$ cat src/rtl/fir_xifu_pkg.sv
// Shared types for the FIR XIFU compressed-port issuer.
package fir_xifu_pkg;

    // Storage width for the hart ID in the request buffer; HARTID_W must not exceed it.
    localparam int unsigned XIF_HARTID_MAX_W = 32;

    typedef enum logic [1:0] {
        CmpIdle = 2'd0,
        CmpReq  = 2'd1,
        CmpHold = 2'd2
    } fir_xifu_cmp_state_e;

    typedef struct packed {
        logic [15:0]                 instr;
        logic [XIF_HARTID_MAX_W-1:0] hartid;
    } fir_xifu_cmp_req_t;

    typedef struct packed {
        logic [31:0] instr;
        logic        accept;
    } fir_xifu_cmp_res_t;

    // A rejected compressed instruction is passed on zero-extended.
    function automatic logic [31:0] fir_xifu_zext16(input logic [15:0] x);
        return {16'h0000, x};
    endfunction

endpackage

$ cat src/rtl/fir_xifu_sat_cnt.sv
// Saturating up-counter with asynchronous active-high reset.
module fir_xifu_sat_cnt #(
    parameter int unsigned WIDTH = 16
) (
    input  logic             i_clk,
    input  logic             i_rst,
    input  logic             i_inc,
    output logic [WIDTH-1:0] o_cnt
);

    logic [WIDTH-1:0] r_cnt;

    // Count increments, holding at all-ones.
    always_ff @(posedge i_clk or posedge i_rst) begin
        if (i_rst) begin
            r_cnt <= '0;
        end else if (i_inc && (r_cnt != {WIDTH{1'b1}})) begin
            r_cnt <= r_cnt + WIDTH'(1);
        end
    end

    assign o_cnt = r_cnt;

endmodule

$ cat src/rtl/fir_xifu_cmp_issuer.sv
// Core-side initiator for the XIF compressed interface.
// Optional statistics counters are enabled by defining FIR_XIFU_CMP_STATS_EN.
module fir_xifu_cmp_issuer
    import fir_xifu_pkg::*;
#(
    parameter int unsigned HARTID_W = 32,
    parameter int unsigned CNT_W    = 16
) (
    input  logic                clk_i,
    input  logic                rst_i,
    input  logic                flush_i,
    input  logic                instr_valid_i,
    output logic                instr_ready_o,
    input  logic [15:0]         instr_i,
    input  logic [HARTID_W-1:0] hartid_i,
    output logic                compressed_valid_o,
    input  logic                compressed_ready_i,
    output logic [15:0]         compressed_instr_o,
    output logic [HARTID_W-1:0] compressed_hartid_o,
    input  logic                compressed_accept_i,
    input  logic [31:0]         compressed_resp_instr_i,
    output logic                dec_valid_o,
    input  logic                dec_ready_i,
    output logic [31:0]         dec_instr_o,
    output logic                dec_accept_o,
    output logic [CNT_W-1:0]    accept_cnt_o,
    output logic [CNT_W-1:0]    reject_cnt_o
);

    fir_xifu_cmp_state_e r_state, w_state_d;
    fir_xifu_cmp_req_t   r_req, w_req_d;
    fir_xifu_cmp_res_t   r_res, w_res_d;
    logic                r_kill, w_kill_d;

    logic w_ready;
    logic w_up_hs;
    logic w_xif_hs;
    logic w_done;

    // Handshake decode; ready is held low during reset so every output reads 0 then.
    always_comb begin
        w_ready  = ~rst_i & ~flush_i &
                   ((r_state == CmpIdle) | ((r_state == CmpHold) & dec_ready_i));
        w_up_hs  = instr_valid_i & w_ready;
        w_xif_hs = (r_state == CmpReq) & compressed_ready_i;
        // A killed request, or one flushed in its own handshake cycle, produces no result.
        w_done   = w_xif_hs & ~r_kill & ~flush_i;
    end

    // Next-state, request buffer, result capture and kill flag.
    always_comb begin
        w_state_d = r_state;
        w_req_d   = r_req;
        w_res_d   = r_res;
        w_kill_d  = r_kill;

        if (w_up_hs) begin
            w_req_d.instr  = instr_i;
            w_req_d.hartid = XIF_HARTID_MAX_W'(hartid_i);
        end

        unique case (r_state)
            CmpIdle: begin
                if (w_up_hs) w_state_d = CmpReq;
            end
            CmpReq: begin
                if (w_xif_hs) begin
                    w_kill_d = 1'b0;
                    if (w_done) begin
                        w_res_d.accept = compressed_accept_i;
                        w_res_d.instr  = compressed_accept_i ? compressed_resp_instr_i
                                                             : fir_xifu_zext16(r_req.instr);
                        w_state_d      = CmpHold;
                    end else begin
                        w_state_d = CmpIdle;
                    end
                end else if (flush_i) begin
                    // The request cannot be retracted; remember to drop its response.
                    w_kill_d = 1'b1;
                end
            end
            CmpHold: begin
                if (flush_i) begin
                    w_state_d = CmpIdle;
                end else if (dec_ready_i) begin
                    w_state_d = w_up_hs ? CmpReq : CmpIdle;
                end
            end
            default: begin
                w_state_d = CmpIdle;
            end
        endcase
    end

    // State registers.
    always_ff @(posedge clk_i or posedge rst_i) begin
        if (rst_i) begin
            r_state <= CmpIdle;
            r_req   <= '0;
            r_res   <= '0;
            r_kill  <= 1'b0;
        end else begin
            r_state <= w_state_d;
            r_req   <= w_req_d;
            r_res   <= w_res_d;
            r_kill  <= w_kill_d;
        end
    end

    assign instr_ready_o       = w_ready;
    assign compressed_valid_o  = (r_state == CmpReq);
    assign compressed_instr_o  = r_req.instr;
    assign compressed_hartid_o = HARTID_W'(r_req.hartid);
    assign dec_valid_o         = (r_state == CmpHold);
    assign dec_instr_o         = r_res.instr;
    assign dec_accept_o        = r_res.accept;

`ifdef FIR_XIFU_CMP_STATS_EN
    fir_xifu_sat_cnt #(
        .WIDTH(CNT_W)
    ) u_accept_cnt (
        .i_clk(clk_i),
        .i_rst(rst_i),
        .i_inc(w_done & compressed_accept_i),
        .o_cnt(accept_cnt_o)
    );

    fir_xifu_sat_cnt #(
        .WIDTH(CNT_W)
    ) u_reject_cnt (
        .i_clk(clk_i),
        .i_rst(rst_i),
        .i_inc(w_done & ~compressed_accept_i),
        .o_cnt(reject_cnt_o)
    );
`else
    assign accept_cnt_o = {CNT_W{1'b0}};
    assign reject_cnt_o = {CNT_W{1'b0}};
`endif

endmodule
$ cat config.mk
export PLATFORM = sky130hd
export DESIGN_NAME = fir_xifu_cmp_issuer
export DESIGN_NICKNAME = d
export VERILOG_FILES = /design/src/rtl/fir_xifu_pkg.sv /design/src/rtl/fir_xifu_sat_cnt.sv /design/src/rtl/fir_xifu_cmp_issuer.sv
export SDC_FILE = /design/constraint.sdc
export NUM_CORES = 1
export LEC_CHECK = 0
export ABC_CLOCK_PERIOD_IN_PS = 3530
export CAP_MARGIN = 0
export CORE_ASPECT_RATIO = 2
export CORE_MARGIN = 10
export CORE_UTILIZATION = 39
export CTS_CLUSTER_SIZE = 30
export DETAILED_ROUTE_END_ITERATION = 7
export PLACE_DENSITY = 0.87
export SLEW_MARGIN = 20
export SYNTH_ARGS = -nofsm -noshare
export SYNTH_HDL_FRONTEND = slang
export SYNTH_SLANG_ARGS = --single-unit
$ cat constraint.sdc
create_clock -name clk_i -period 3.53 [get_ports clk_i]
set_clock_uncertainty 0.15 [all_clocks]
set_input_delay 0.8825 -clock clk_i [delete_from_list [all_inputs] [get_ports clk_i]]
set_output_delay 0.8825 -clock clk_i [all_outputs]
set_load 0.03 [all_outputs]
Word-level counts from Yosys, hierarchy flattened
Cells that the tools add are included.
- register bits after elaboration: 84
- input bits: 87
- output and inout bits: 116
- equality and inequality tests: 5
- multiplexer cells: 10
- bitwise logic cells: 11
- reductions and logical operators: 5
- operator list (cell ; count):
    $mux W32 ; 1
    $mux W2 ; 5
    $and A1 B1 Y1 ; 7
    $pmux W2 S3 ; 1
    $reduce_and A3 Y1 ; 2
    $mux W1 ; 3
    $ne A3 B2 Y1 const B ; 1
    $not A1 Y1 ; 3
    $eq A2 B1 Y1 const B ; 1
    $eq A2 B2 Y1 const B ; 1
    $logic_not A2 Y1 ; 1
    $ne A2 B1 Y1 const B ; 1
    $ne A2 B2 Y1 const B ; 1
    $reduce_and A2 Y1 ; 1
    $reduce_bool A2 Y1 ; 1
    $or A1 B1 Y1 ; 1

Longest topological paths before layout
Gate-level depths: netlist (run 1).
- depth in word-level cells: 9
- gate-level depth with buffers: 5

Worst setup path before layout (run 1)
Ideal clock, no wire load.
- path kind: input-to-reg
- from: input port rst_i
- to: register r_req, in the netlist compressed_hartid_o[0]
- library setup time: 0.128 ns
- arrival: 3.645 ns
- setup slack: -0.392 ns
- cell stages on the path: 4
- cell sequence: inv_1 > o2111ai_2 > buf_2 > mux2_1
- word-level cells in the longest chain between the ends: 4
- ends and longest elaborated chain (what ; RTL line ; text):
    from (decl) ; fir_xifu_cmp_issuer.sv:10 ; input logic rst_i,
    $not A1 Y1 ; fir_xifu_cmp_issuer.sv:42 ; w_ready = ~rst_i & ~flush_i &
    $and A1 B1 Y1 (2 in series) ; fir_xifu_cmp_issuer.sv:42 ;
    $and A1 B1 Y1 ; fir_xifu_cmp_issuer.sv:44 ; w_up_hs = instr_valid_i & w_ready;
    to (signal assigned) ; fir_xifu_cmp_issuer.sv:104 ; r_req <= w_req_d;
    to (decl) ; fir_xifu_cmp_issuer.sv:31 ; fir_xifu_cmp_req_t r_req, w_req_d;
Every way passes these cells.
A chain may end at the register's enable or synchronous reset.

Worst setup path after layout (run 1)
- from: input port dec_ready_i
- to: output port instr_ready_o
- word-level cells in the longest chain between the ends: 3
- ends and longest elaborated chain (what ; RTL line ; text):
    from (decl) ; fir_xifu_cmp_issuer.sv:23 ; input logic dec_ready_i,
    $and A1 B1 Y1 ; fir_xifu_cmp_issuer.sv:43 ; ((r_state == CmpIdle) | ((r_state == CmpHold) & dec_ready_i));
    $or A1 B1 Y1 ; fir_xifu_cmp_issuer.sv:43 ;
    $and A1 B1 Y1 ; fir_xifu_cmp_issuer.sv:42 ;
    to (decl) ; fir_xifu_cmp_issuer.sv:13 ; output logic instr_ready_o,
Every way passes these cells.

==> results of run 1 <==
report_power, final:
| group | internal [mW] | switching, mW |
|---|---|---|
| logic | 0.844 | 1.04 |
| registers | 1.28 | 0.170 |
| clock network | 0.469 | 0.339 |
| total | 2.59 | 1.55 |
worst max path at each step:
stage                           start                 endpoint  slack, ps  depth (start not counted)
after detailed placement  dec_ready_i            instr_ready_o        160                          4
final                     dec_ready_i            instr_ready_o        170                          4
after CTS                 dec_ready_i            instr_ready_o        160                          4
after global routing      dec_ready_i            instr_ready_o        100                          4
after global placement    dec_ready_i            instr_ready_o        140                          4
after floorplan                 rst_i  compressed_hartid_o[10]        280                          4
cells in the mapped netlist:
library cell / count
dfrtp_1: 84
mux2_2: 77
buf_4: 34
inv_1: 19
mux2i_1: 16
nand2_1: 16
buf_2: 8
a21oi_1: 4
mux2_1: 4
nor2_1: 3
buf_6: 2
o21ai_0: 2
a22oi_1: 1
and2b_1: 1
clkbuf_1: 1
conb_1: 1
nand3_4: 1
nor2b_1: 1
nor4_1: 1
o2111ai_2: 1
through the flow:
stage               setup WS, ps  area (um2)  power, mW  hold slack [ps]
finish                       167        5680       4.14              337
global placement             138        5420       3.32              327
global route                97.6        5680       4.34              364
CTS                          158        5680       4.20              343
floorplan                    284        3850       2.51              358
detailed placement           158        5420       3.38              330
logic make-up (layout without fill, tap and decap cells):
| family | count (synthesis) | count (layout) |
|---|---|---|
| other cells | 1 | 32 |
| simple gates | 23 | 23 |
| mux | 97 | 97 |
| flops | 84 | 84 |
| compound gates | 8 | 8 |
| buf+inv | 64 | 209 |
registers in the layout, summed over array words and instances (netlist names):
name and flops:
r_state 2, compressed_hartid_o 32, dec_accept_o 1, compressed_instr_o 16
r_kill 1, dec_instr_o 32
layout make-up:
| cell class | instances | area [um2] | area share |
|---|---|---|---|
| Clock inverter | 3 | 15.0 | 0.00264 |
| Multi-Input combinational cell | 160 | 1370 | 0.240 |
| Timing Repair Buffer | 175 | 1760 | 0.309 |
| Clock buffer | 12 | 236 | 0.0416 |
| Tap cell | 104 | 130 | 0.0229 |
| Sequential cell | 84 | 2100 | 0.370 |
| Inverter | 19 | 75.1 | 0.0132 |
per-layer routing:
metal | global-route usage | vias to the layer above | wire length [um]
met5 | 0 | - | 0
met4 | 0.0602 | 0 | 197
met3 | 0.0614 | 11 | 1090
met2 | 0.288 | 130 | 6090
met1 | 0.125 | 1259 | 3160
li1 | - | 1203 | -
critical path, delay by kind of cell:
| kind | cells | cell delay, ps |
|---|---|---|
| simple gates | 2 | 250 |
| buf+inv | 2 | 1200 |
cells in the final DEF, fill, tap and decap left out, types with 4 or more instances in the layout:
cell and instances:
conb_1 32, mux2i_1 16, mux2_2 77, a21oi_1 4, clkbuf_16 9, nand2_1 16, dfrtp_1 84, clkdlybuf4s50_1 170
mux2_1 4, inv_1 18
==> impl_metrics.env, run 1 <==
export IMPL_ir_drop_mv=0.343
export IMPL_drt_iter0_drc=138
export IMPL_layout_drive_gt1_share=0.214
export IMPL_yosys_area_top_type="dfrtp_1"
export IMPL_final_instance_count_excl_fill=557
export IMPL_critPathRequiredTime_ps=2500
export IMPL_power_leakage_nw=2.58
export IMPL_rsz0062_at_grt="false"
export IMPL_drt_first_pass_iters=4
export IMPL_grt_overflow_total=0
export IMPL_synth_largest_type_area_fraction=0.563
export IMPL_min_from="compressed_hartid_o[6]"
export IMPL_wirelength_mm=10.5
export IMPL_ctsResizeCount=0
export IMPL_n_antenna_cell=0
export IMPL_hp_class="reg2reg"
export IMPL_yosys_top_cells_area="dfrtp_1 (56%), mux2_2 (23%), buf_4 (6.8%)"
export IMPL_drv_cap=0
export IMPL_finalHoldViolCount=0
export IMPL_slew_viol_final=0
export IMPL_synthAdderAreaFrac=0
export IMPL_cts_buffers=9
export IMPL_cts_root_buf="clkbuf_16"
export IMPL_antenna_found_initial=1
export IMPL_finalCriticalPeriod_ps=3360
export IMPL_worstMarginPinSlew_ps=858
export IMPL_gp_congestion=0.741
export IMPL_critPathCaptureType="output pin"
export IMPL_insertion_delay_ps=330
export IMPL_synth_cell_types=20
export IMPL_synth_xor_area_frac=0
export IMPL_synth_warnings=0
export IMPL_ios=203
export IMPL_grt_pass1_vias=3008
export IMPL_syn_inst=277
export IMPL_dp_cells=542
export IMPL_min_delay_worst_endpoint="compressed_hartid_o[6]"
export IMPL_synth_compound_gate_area_share=0.0141
export IMPL_setup_violations=0
export IMPL_r2r_start="r_state[0]"
export IMPL_cts_sinks=84
export IMPL_period_share=0.953
export IMPL_yosysSeqAreaShare=0.563
export IMPL_outcome="completed"
export IMPL_num_vias=2603
export IMPL_cts_buffer_depth=2
export IMPL_grt_use_total=0.149
export IMPL_die_h_um=158
export IMPL_path_cells="clkdlybuf4s50_1 -> nor2b_1 -> nor4_1 -> clkdlybuf4s50_1"
export IMPL_nNetsFinal=536
export IMPL_synthSimpleGateAreaFrac=0.0292
export IMPL_relSlewSlack=0.426
export IMPL_drt_antenna_violating_nets=0
export IMPL_cts_hold_buf=0
export IMPL_final_util=0.605
export IMPL_area_growth_pct=52.2
export IMPL_crit_path_max_incr_delay_ps=720
export IMPL_core_area_mm2=0.00938
export IMPL_r2r_cells=4
export IMPL_fill_cells=735
export IMPL_initial_core_util=0.398
export IMPL_ys_ff_latch=84
export IMPL_die_area_mm2=0.0141
export IMPL_synth_top_family_by_area="multiplexers"
export IMPL_avgSynthCellArea_um2=13.5
export IMPL_r2r_slack_ps=1540
export IMPL_grt_max_degree=81
export IMPL_viasPerCell=4.67
export IMPL_syn_area_mm2=0.00373
export IMPL_startpoint_type="input pin"
export IMPL_timing_setup_tns_ps=0
export IMPL_path_max_fanout=2
export IMPL_cts_tree="built"
export IMPL_grt_pass1_wl_mm=15.9
export IMPL_htree_levels=3
export IMPL_drcViolationCount=0
export IMPL_arrival_ps=2330
export IMPL_postCtsSetupRepairBufs=0
export IMPL_path_clk_slew_ps=50
export IMPL_fmax_mhz=297
export IMPL_min_path_cells=1
export IMPL_worstSetupPathType="in2out"
export IMPL_cp_slowest_cell="clkdlybuf4s50_1"
export IMPL_path_common_cell="clkdlybuf4s50_1"
export IMPL_portBuffers=170
export IMPL_die_w_um=89.2
export IMPL_rows=50
export IMPL_r2r_end="compressed_hartid_o[26]"
export IMPL_post_drt_wl_per_cell_um=18.9
export IMPL_detailed_place_hpwl_mm=8.47
export IMPL_power_density_mw_per_mm2=729
export IMPL_synthMuxAreaShare=0.287
(Power assumes the default switching activity.)
==> inputs of run 2 (changes only) <==
- SLEW_MARGIN: 20 -> 10
==> run 2 against run 1 <==
Compared with the run above: wire length about the same; final cell count unchanged; non-clock buffer count unchanged; worst hold slack about the same; setup slack worse by 1.3 ps; sequential power about the same; count of clock-buffer cells in the layout unchanged; flip-flop and latch count unchanged; critical path type unchanged; die area unchanged; clock power about the same; via count about the same; global-route usage unchanged.
==> impl_metrics.env, run 2 (synthesized netlist as in run 1, its figures left out) <==
export IMPL_grt_pass1_vias=3008
export IMPL_pre_cts_slack_ps=158
export IMPL_ir_drop_mv=0.342
export IMPL_min_path_cells=1
export IMPL_fill_cells=737
export IMPL_path_common_cell="clkdlybuf4s50_1"
export IMPL_finalCriticalPeriod_ps=3360
export IMPL_path_max_fanout=2
export IMPL_wirelength_mm=10.5
export IMPL_dp_cells=542
export IMPL_fin_total_pwr_mw=4.14
export IMPL_gp_congestion=0.741
export IMPL_ios=203
export IMPL_cts_sinks=84
export IMPL_timing_setup_tns_ps=0
export IMPL_grt_max_degree=81
export IMPL_drt_first_pass_iters=4
export IMPL_viasPerCell=4.67
export IMPL_critPathRequiredTime_ps=2500
export IMPL_post_drt_wl_per_cell_um=18.9
export IMPL_layout_drive_gt1_share=0.214
export IMPL_path_clk_slew_ps=50
export IMPL_grt_overflow_total=0
export IMPL_nNetsFinal=536
export IMPL_outcome="completed"
export IMPL_fin_ws_ps=166
export IMPL_drv_cap=0
export IMPL_arrival_ps=2330
export IMPL_detailed_place_hpwl_mm=8.47
export IMPL_drt_iter0_drc=117
export IMPL_power_leakage_nw=2.58
export IMPL_die_h_um=158
export IMPL_rows=50
export IMPL_area_growth_pct=52.1
export IMPL_final_instance_count_excl_fill=557
export IMPL_crit_path_max_incr_delay_ps=720
export IMPL_final_common_cell="clkdlybuf4s50_1"
export IMPL_hp_class="reg2reg"
export IMPL_rsz0062_at_grt="false"
export IMPL_power_density_mw_per_mm2=729
export IMPL_grt_pass1_wl_mm=15.9
export IMPL_period_share=0.953
export IMPL_dpl_cell_area_mm2=0.00542
export IMPL_postCtsSetupRepairBufs=0
export IMPL_final_area_mm2=0.00568
export IMPL_critPathCaptureType="output pin"
export IMPL_worstSetupPathType="in2out"
export IMPL_cts_root_buf="clkbuf_16"
export IMPL_worstMarginPinSlew_ps=1010
export IMPL_drt_antenna_violating_nets=0
export IMPL_startpoint_type="input pin"
export IMPL_cts_tree="built"
export IMPL_insertion_delay_ps=330
export IMPL_cts_hold_buf=0
export IMPL_cts_buffer_depth=2
export IMPL_die_w_um=89.2
export IMPL_finalHoldViolCount=0
export IMPL_antenna_found_initial=1
export IMPL_layout_common_cells="clkdlybuf4s50_1 (170), dfrtp_1 (84), mux2_2 (77), conb_1 (32), inv_1 (18)"
export IMPL_ctsResizeCount=0
export IMPL_setup_violations=0
export IMPL_relSlewSlack=0.324
export IMPL_fmax_mhz=297
export IMPL_core_area_mm2=0.00938
export IMPL_drcViolationCount=0
export IMPL_portBuffers=170
export IMPL_cp_slowest_cell="clkdlybuf4s50_1"
export IMPL_slew_viol_final=0
export IMPL_initial_core_util=0.398
export IMPL_cts_buffers=9
export IMPL_htree_levels=3
export IMPL_r2r_cells=4
export IMPL_n_antenna_cell=0
export IMPL_die_area_mm2=0.0141
export IMPL_path_cells="clkdlybuf4s50_1 -> nor2b_1 -> nor4_1 -> clkdlybuf4s50_1"
export IMPL_grt_use_total=0.149
export IMPL_num_vias=2602
run 2: cell counts in the layout (fill, tap and decap cells not counted):
No cell type changed its count.
run 2: metal layers:
| metal | up-vias | track usage | wire, um |
|---|---|---|---|
| met5 | - | 0 | 0 |
| met4 | 0 | 0.0602 | 197 |
| met3 | 11 | 0.0614 | 1090 |
| met1 | 1259 | 0.125 | 3180 |
| met2 | 130 | 0.288 | 6070 |
| li1 | 1202 | - | - |
run 2: cell type report:
cell class	instances	area, um2	area share
sequential	84	2100	0.370
multi-input combinational	160	1370	0.241
timing repair buffer	175	1750	0.309
inverter	19	75.1	0.0132
clock inverter	3	15.0	0.00265
clock buffer	12	236	0.0417
tap	104	130	0.0229
run 2: final timing paths:
path                                   startpoint                      end  slack, ps
max                                   dec_ready_i            instr_ready_o        170
min                        compressed_hartid_o[6]   compressed_hartid_o[6]        340
max reg2reg                            r_state[0]  compressed_hartid_o[26]       1550
min reg2reg                compressed_hartid_o[6]   compressed_hartid_o[6]        340
max in group asynchronous                   rst_i    compressed_instr_o[2]       1310
min in group asynchronous                   rst_i   compressed_hartid_o[5]        690
run 2: power breakdown:
| part | internal [mW] | switching (mW) | leakage (nW) |
|---|---|---|---|
| sequential | 1.28 | 0.170 | 1.01 |
| combinational | 0.844 | 1.04 | 1.44 |
| clock | 0.469 | 0.339 | 0.126 |
| total | 2.59 | 1.55 | 2.58 |
run 2: critical path, delay by kind of cell:
| family | cells | cell delay, ps |
|---|---|---|
| buffers and inverters | 2 | 1200 |
| and+or+nand+nor | 2 | 250 |
run 2: through the flow:
step / hold slack (ps) / util
after floorplan: 358 / -
after global placement: 327 / 0.578
after detailed placement: 330 / 0.578
after CTS: 343 / 0.605
after global routing: 364 / 0.605
final: 337 / 0.605
==> RTL change: new RTL, flow settings as in run 1 <==
The option `FIR_XIFU_CMP_STATS_EN` is turned on by a define.
--- a/src/rtl/fir_xifu_cmp_issuer.sv
+++ b/src/rtl/fir_xifu_cmp_issuer.sv
@@ -2,2 +2,4 @@
 // Optional statistics counters are enabled by defining FIR_XIFU_CMP_STATS_EN.
+`define FIR_XIFU_CMP_STATS_EN
+
 module fir_xifu_cmp_issuer
Behaviour: not the same (a bounded check fails within 4 cycles, from zero or initial values and one cycle with rst_i high).
==> RTL change against run 1 <==
- area after synthesis rose by 30%
- worst setup slack improved by 270 ps
- synthesized cell count rose by 43%
- final area rose by 34%
- wire length rose by 46%
- register-to-register slack got worse by 260 ps
- total power rose by 24%
- via count rose by 51%
- die area rose by 24%
- non-clock buffer count rose by 33
- sequential cell count rose by 32
- critical path type unchanged
- largest cell class unchanged
==> RTL change: results (changes against run 1) <==
Yosys warning total=0 (unchanged); Worst Path Arrival=2060 ps (was 2330 ps); post-synthesis compound-gate area fraction=3.72% (was 1.41%); worst r2r dst=u_reject_cnt.o_cnt[1]$_DFFE_PP0P_ (was compressed_hartid_o[26]$_DFFE_PP0P_); Post-Synth XOR/XNOR Area=5.06% (was 0%); Final GP Congestion=0.857 (was 0.741); # nets final=696 (was 536); worst slack, placed=375 ps (was 158 ps); worst setup path startpoint=dec_ready_i (unchanged); Seq/Total Area, Yosys=59.9% (was 56.3%); GRT Resource Usage Total=17.4% (was 14.9%); vias in the first global route=4,471 (was 3,008); Critical Path Fanout Max=2 (unchanged); DP Wirelength=12.0 mm (was 8.47 mm); # port buffers=202 (was 170); H-tree Lvls=4 (was 3); Synthesized Nets=486; highest cell delay on the worst timing path=480 ps (was 720 ps); Initial DRC Count=148 (was 138); initial antenna violation count=1 (unchanged); WHS Endpoint=dec_instr_o[18]$_DFFE_PP0P_ (was compressed_hartid_o[6]$_DFFE_PP0P_); clk_lat worst skew=400 ps (was 330 ps); Post-Synth Adder-Cell Area=0.516% (was 0%); DR vias/cell=5.12 (was 4.67); fillers=912 (was 735); fraction of layout cells with a size suffix above 1=16.0% (was 21.4%); TritonCTS buffer count=17 (was 9); flop2flop setup slack=1280 ps (was 1540 ps); FF-to-FF Start=u_reject_cnt.o_cnt[0]$_DFFE_PP0P_ (was r_state[0]$_DFFE_PP0P_); Synth top cells by count=dfrtp_1, nand2_1, mux2_2 (was dfrtp_1, mux2_2, buf_4); TritonRoute pass-1 iters=4 (unchanged); Synth area leaders=dfrtp_1, mux2_2, nand2_1 (was dfrtp_1, mux2_2, buf_4); mux cell area share after synthesis=14.9% (was 28.7%); Reg2Reg Depth=5 (was 4); clock transition at the registers of the reported paths=50 ps (about the same); post_cts resized=0 (unchanged); post-CTS setup repair buffer count=0 (unchanged); maximum vdd ir drop=0.000453 V (was 0.000343 V); HP Class=reg2reg (unchanged); routed len/inst=20.1 um (was 18.9 um); outcome=finished clean (unchanged); first-pass GRT wire length=24.2 mm (was 15.9 mm); Least-Margin Pin Slew=662 ps (was 858 ps); WHS Path Cells=2 (was 1); count of cell types in the netlist=40 (was 20); Leak Pwr=3.42 nW (was 2.58 nW); CTS max path bufs=2 (unchanged); Root Driver=clkbuf_16 (unchanged); min-delay src=dec_instr_o[18]$_DFFE_PP0P_ (was compressed_hartid_o[6]$_DFFE_PP0P_); largest net degree at the start of global routing=64 (was 81); Post-synth ARST share=100% (unchanged); Slowest-stage cell, CP=clkdlybuf4s50_1 (unchanged)
-- RTL change: stage by stage --
stage          instance area (um2)  instances  power, mW  hold WS, ps
6_report                      7590        766       5.15          312
5_1_grt                       7590        766       5.38          342
4_1_cts                       7590        765       5.22          316
3_5_place_dp                  7050        735       3.64          305
3_3_place_gp                  7050        735       3.58          298
2_1_floorplan                 4850        397       2.74          313
-- RTL change: worst max-delay path by stage --
stage / endpoint / slack (ps) / cells past startpoint
2_1_floorplan: compressed_hartid_o[0]$_DFFE_PP0P_ / 900 / 6
3_3_place_gp: instr_ready_o / 450 / 4
3_5_place_dp: u_reject_cnt.o_cnt[13]$_DFFE_PP0P_ / 380 / 6
4_1_cts: instr_ready_o / 440 / 4
5_1_grt: instr_ready_o / 400 / 4
6_report: instr_ready_o / 440 / 4
-- RTL change: worst max-delay path: cells and delay by family --
kind	cells	cell delay, ps
buffers and inverters	3	790
AOI/OAI and AO/OA	1	390
-- RTL change: metal layers --
layer	wire (um)	global-route usage, %
met3	1240	7.63
met4	288	6.96
met1	5480	17.2
met5	0	0
met2	8360	30.8
-- RTL change: final cells by class --
class | instances | area, um2 | share of cell area (%)
Timing Repair Buffer | 208 | 2080 | 27.5
Sequential cell | 116 | 2900 | 38.3
Tap cell | 147 | 184 | 2.42
Inverter | 5 | 22.5 | 0.297
Clock buffer | 20 | 447 | 5.89
Antenna cell | 1 | 2.50 | 0.0330
Clock inverter | 10 | 86.3 | 1.14
Multi-Input combinational cell | 259 | 1860 | 24.5
-- RTL change: kinds of logic after synthesis --
family                     Yosys count
DFF                                116
AOI/OAI and AO/OA                   27
adders and majority gates            2
buffers and inverters               22
muxes                               66
xor gates and xnor gates            28
and+or+nand+nor                    136
-- RTL change: power by group --
group / internal [mW] / switching, mW
clock: 0.971 / 0.582
sequential: 1.63 / 0.205
combinational: 0.771 / 0.990
total: 3.38 / 1.78
